### config.mk
export PLATFORM = sky130hd
export DESIGN_NAME = npu_issue_ctrl
export DESIGN_NICKNAME = d
export VERILOG_FILES = /design/src/rtl/npu_issue_ctrl.sv
export SDC_FILE = /design/constraint.sdc
export NUM_CORES = 1
export LEC_CHECK = 0
export CAP_MARGIN = 30
export CORE_UTILIZATION = 25
export DETAILED_ROUTE_END_ITERATION = 6
export PLACE_DENSITY_LB_ADDON = 0.08
export SLEW_MARGIN = 0
export SYNTH_ARGS = -nofsm -noshare
export SYNTH_HDL_FRONTEND = slang
export SYNTH_SLANG_ARGS = --single-unit
### constraint.sdc
create_clock -name clk -period 2.7 [get_ports clk]
set_clock_uncertainty 0.05 [all_clocks]
set_input_delay 0.27 -clock clk [delete_from_list [all_inputs] [get_ports clk]]
set_output_delay 0.27 -clock clk [all_outputs]
set_load 0.1 [all_outputs]
### src/rtl/npu_issue_ctrl.sv
// Issue controller for the NPU custom op: latches operands, handshakes the request,
// waits for the response (with timeout) and produces a single register-file writeback.
`timescale 1ns/1ps
module npu_issue_ctrl #(
    parameter int XLEN           = 32,
    parameter int TIMEOUT_CYCLES = 1024
) (
    input  logic            clk,
    input  logic            rst,
    input  logic            dec_valid,
    input  logic [3:0]      alu_op,
    input  logic [XLEN-1:0] rs1_val,
    input  logic [XLEN-1:0] rs2_val,
    input  logic [4:0]      rd_addr,
    input  logic            flush,
    output logic            stall,
    output logic            busy,
    output logic            npu_req_valid,
    input  logic            npu_req_ready,
    output logic [XLEN-1:0] npu_op_a,
    output logic [XLEN-1:0] npu_op_b,
    input  logic            npu_resp_valid,
    input  logic [XLEN-1:0] npu_resp_data,
    output logic            wb_valid,
    output logic [4:0]      wb_rd,
    output logic [XLEN-1:0] wb_data,
    output logic            npu_timeout
);

    typedef enum logic [1:0] {IDLE, ISSUE, WAIT, WB} state_t;

    localparam logic [15:0] CNT_LAST = 16'(TIMEOUT_CYCLES - 1);

    state_t          state, state_nx;
    logic [15:0]     wait_cnt;
    logic [XLEN-1:0] op_a_q, op_b_q, wb_data_q;
    logic [4:0]      rd_q;
    logic            timeout_q;
    logic            launch;

    always_comb begin
        state_nx = state;
        stall    = 1'b0;
        launch   = 1'b0;
        case (state)
            IDLE: begin
                if (dec_valid && alu_op == 4'b1111 && !flush) begin
                    launch   = 1'b1;
                    stall    = 1'b1;
                    state_nx = ISSUE;
                end
            end
            ISSUE: begin
                stall = 1'b1;
                // An accepted handshake takes priority over a same-cycle flush
                if (npu_req_ready)
                    state_nx = WAIT;
                else if (flush)
                    state_nx = IDLE;
            end
            WAIT: begin
                stall = 1'b1;
                if (npu_resp_valid || wait_cnt == CNT_LAST)
                    state_nx = WB;
            end
            WB:      state_nx = IDLE;
            default: state_nx = IDLE;
        endcase
    end

    always_ff @(posedge clk) begin
        if (rst) begin
            state     <= IDLE;
            wait_cnt  <= '0;
            op_a_q    <= '0;
            op_b_q    <= '0;
            rd_q      <= '0;
            wb_data_q <= '0;
            timeout_q <= 1'b0;
        end else begin
            state <= state_nx;
            if (launch) begin
                op_a_q <= rs1_val;
                op_b_q <= rs2_val;
                rd_q   <= rd_addr;
            end
            if (state == ISSUE && npu_req_ready)
                wait_cnt <= '0;
            else if (state == WAIT)
                wait_cnt <= wait_cnt + 16'd1;
            // A response on the final wait cycle beats the timeout
            if (state == WAIT) begin
                if (npu_resp_valid) begin
                    wb_data_q <= npu_resp_data;
                end else if (wait_cnt == CNT_LAST) begin
                    wb_data_q <= '0;
                    timeout_q <= 1'b1;
                end
            end
        end
    end

    assign busy          = (state != IDLE);
    assign npu_req_valid = (state == ISSUE);
    assign npu_op_a      = op_a_q;
    assign npu_op_b      = op_b_q;
    assign wb_valid      = (state == WB) && (rd_q != 5'd0);
    assign wb_rd         = rd_q;
    assign wb_data       = wb_data_q;
    assign npu_timeout   = timeout_q;

endmodule
==> summary.md <==
| Metric | Value |
|---|---|
| Status | complete, no violations |
| CP startpoint kind | register |
| Synth cell types | 32 |
| Die height | 134 um |
| ANT nets after route | 0 |
| Worst Max-Slew Pin Slew | 0.764 ns |
| Global-route wire length before repair | 21500 um |
| Initial Util | 26.0% |
| PD cells | 652 nW/um2 |
| DRC viols | 0 |
| Wirelength, routed | 13300 um |
| Worst vdd ir | 0.371 mV |
| Clock sinks | 120 |
| Hold crit path type | in -> reg |
| Count leader, synth | nand2_1 |
| Vias | 4224 |
| Async SR Flop Fraction | 0% |
| Initial antenna violation count | 0 |
| Post-synthesis sequential area ratio | 55.0% |
| Slowest CP cell | or4_1 |
| Largest net degree at the start of global routing | 71 |
| Routed WL per cell | 14.2 um |
| Yosys reg bits | 120 |
| Buffers added on ports | 216 |
| Post-CTS Hold Fix Bufs | 0 |
| FMAX | 425 MHz |
| Most area-hungry cell type in the Yosys netlist | dfxtp_1 |
| Worst EP arrival | 2.62 ns |
| ANT cells | 0 |
| Worst-Skew Late Latency | 0.40 ns |
| Endpoints failing setup | 0 |
| Post-route setup slack | 0.346 ns |
| HPWL after detailed placement | 9270 um |
| Synth area leaders | dfxtp_1 (55%), nand2_1 (13%), a21oi_1 (8.8%) |
| Setup_tns | 0 ns |
| Core Area | 16800 um2 |
| CTS Buffer Depth | 2 |
| RSZ-0062 raised after global routing | no |
| Clk slew on worst S/H paths | 0.06 ns |
| NumNets Final | 819 |
| GRT Residual Overflow | 0 |
| Max-cap viol count | 0 |
| CP peak stage delay | 0.55 ns |
| Top-area cell type share of the netlist area | 55.0% |
| Dpl ws | 0.372 ns |
| Final core utilization | 42.4% |
| Post-synth EDFFs | 0 |
| CTS buffer count | 17 |
| Vias in the first global route | 4234 |
| Proportion of layout cells with a drive suffix above 1 | 21.1% |
| CTS H-tree lvls | 4 |
| Critical-path cell list | inv_1 -> ha_1 -> nand3_1 -> or4_1 -> or3_1 -> a21oi_1 |
| Final Hold Fails | 0 |
| Final Cell Area | 7130 um2 |
| Final weighted congestion in routability-driven placement | 0.737 |
| Vias/cell | 4.52 |
| Min Tclk post-route | 2.35 ns |
| GRT Util Overall | 15.2% |
| Syn nets | 614 |
| Top_reg_cell synth | dfxtp_1 |
| Critical Setup Path Class | reg -> reg |
| Detailed Routing Iterations Pass 1 | 4 |
| # resized after CTS | 0 |
| CP Capture Type | register |
| DP Area | 6500 um2 |
| Avg Inst Size Synth | 8.79 um2 |
| Post-Synthesis Cells | 497 |
| DIE AREA | 18000 um2 |
| CP Max Fanout | 11 |
| Leak pwr | 2.71 nW |
| Final worst-path cycle share | 87.2% |
| Iter 0 DRT Violations | 155 |
| Top cells by count, synth | nand2_1 (147), dfxtp_1 (120), a21oi_1 (77), a32o_1 (32), clkbuf_1 (31) |
| CTS tree | yes |
| Max-slew violation count | 0 |
| Root Buffer | clkbuf_16 |
| Top Ports | 217 |
| Syn Std Cell Area | 4370 um2 |
| Post-CTS setup buffers | 0 |
| Rows | 47 |
| Layout area overhead | 63.2% |
| Synth Warn # | 0 |
| Die width | 134 um |
| Slew margin rel. | 49.0% |
| Required time worst endpoint | 2.96 ns |
## registers in the layout (all words and copies together), names as in the netlist, named ones only
| register | cells |
|---|---|
| npu_op_b | 32 |
| npu_op_a | 32 |
| npu_timeout | 1 |
| wb_data | 32 |
| state | 1 |
| wait_cnt | 16 |
| wb_rd | 5 |
## where the power goes
part | leakage, nW | switching [mW] | internal (mW)
Combinational | 1.46 | 0.254 | 0.201
Clock | 0.291 | 0.831 | 1.57
Sequential | 0.967 | 0.0101 | 1.78
Total | 2.71 | 1.10 | 3.56
## through the flow
| step | std cells | power [mW] | hold WS (ns) |
|---|---|---|---|
| finish | 935 | 4.65 | 0.356 |
| global route | 935 | 4.85 | 0.350 |
| CTS | 935 | 4.73 | 0.332 |
| detailed placement | 903 | 2.29 | 0.397 |
| global placement | 902 | 2.29 | 0.386 |
| floorplan | 497 | 2.06 | 0.346 |
## worst paths after layout
path	from	to	slack, ns	cells after the start
hold / removal	rs1_val[0]	npu_op_a[0]$_SDFFE_PP0P_	0.36	3
setup reg to reg	state[0]$_SDFFE_PP0P_	wait_cnt[15]$_SDFFE_PP0N_	0.35	6
setup / recovery	state[0]$_SDFFE_PP0P_	wait_cnt[15]$_SDFFE_PP0N_	0.35	6
hold reg to reg	npu_op_a[17]$_SDFFE_PP0P_	npu_op_a[17]$_SDFFE_PP0P_	0.40	2
## layout make-up
class,count,area (um2)
inverters,8,30.0
multi-input cells,333,1790
clock buffers,18,439
repair buffers,222,1990
flip-flops and latches,120,2400
clock inverters,14,196
fillers,1691,9690
well taps,220,275
## layer usage
metal	global-route usage, %	vias to the layer above	share of wire [%]
li1	-	2117	-
met1	17.5	1949	42
met2	24.8	145	47
met3	6.73	13	9.8
met4	6.12	0	1.3
met5	0	-	0
## logic make-up after synthesis
kind of cell	synth area share (%)
simple gates	19.0
buf+inv	4.15
xor+xnor	1.80
fa+ha+maj	1.72
mux	0.687
flops	55.0
compound gates	17.7
## worst max-delay path: cells and delay by family (launching register included)
family | cells | cell delay, ns
AOI/OAI and AO/OA | 1 | 0.17
buffers and inverters | 1 | 0.11
adders and majority gates | 1 | 0.41
and+or+nand+nor | 3 | 1.17
DFF | 1 | 0.35
## placed cells by master (no fill, tap or decap), types with 7 or more instances in the layout
master           netlist  routed
nand2_1              147     147
inv_1                  8       8
clkdlybuf4s50_1        0     109
nor2_1                12      11
a21oi_1               77      77
a32o_1                32      32
o21ai_0                7       7
or3_1                  8       8
clkbuf_16              0      17
dfxtp_1              120     120
buf_4                  2     108
Power figures use the tool's default switching activity.
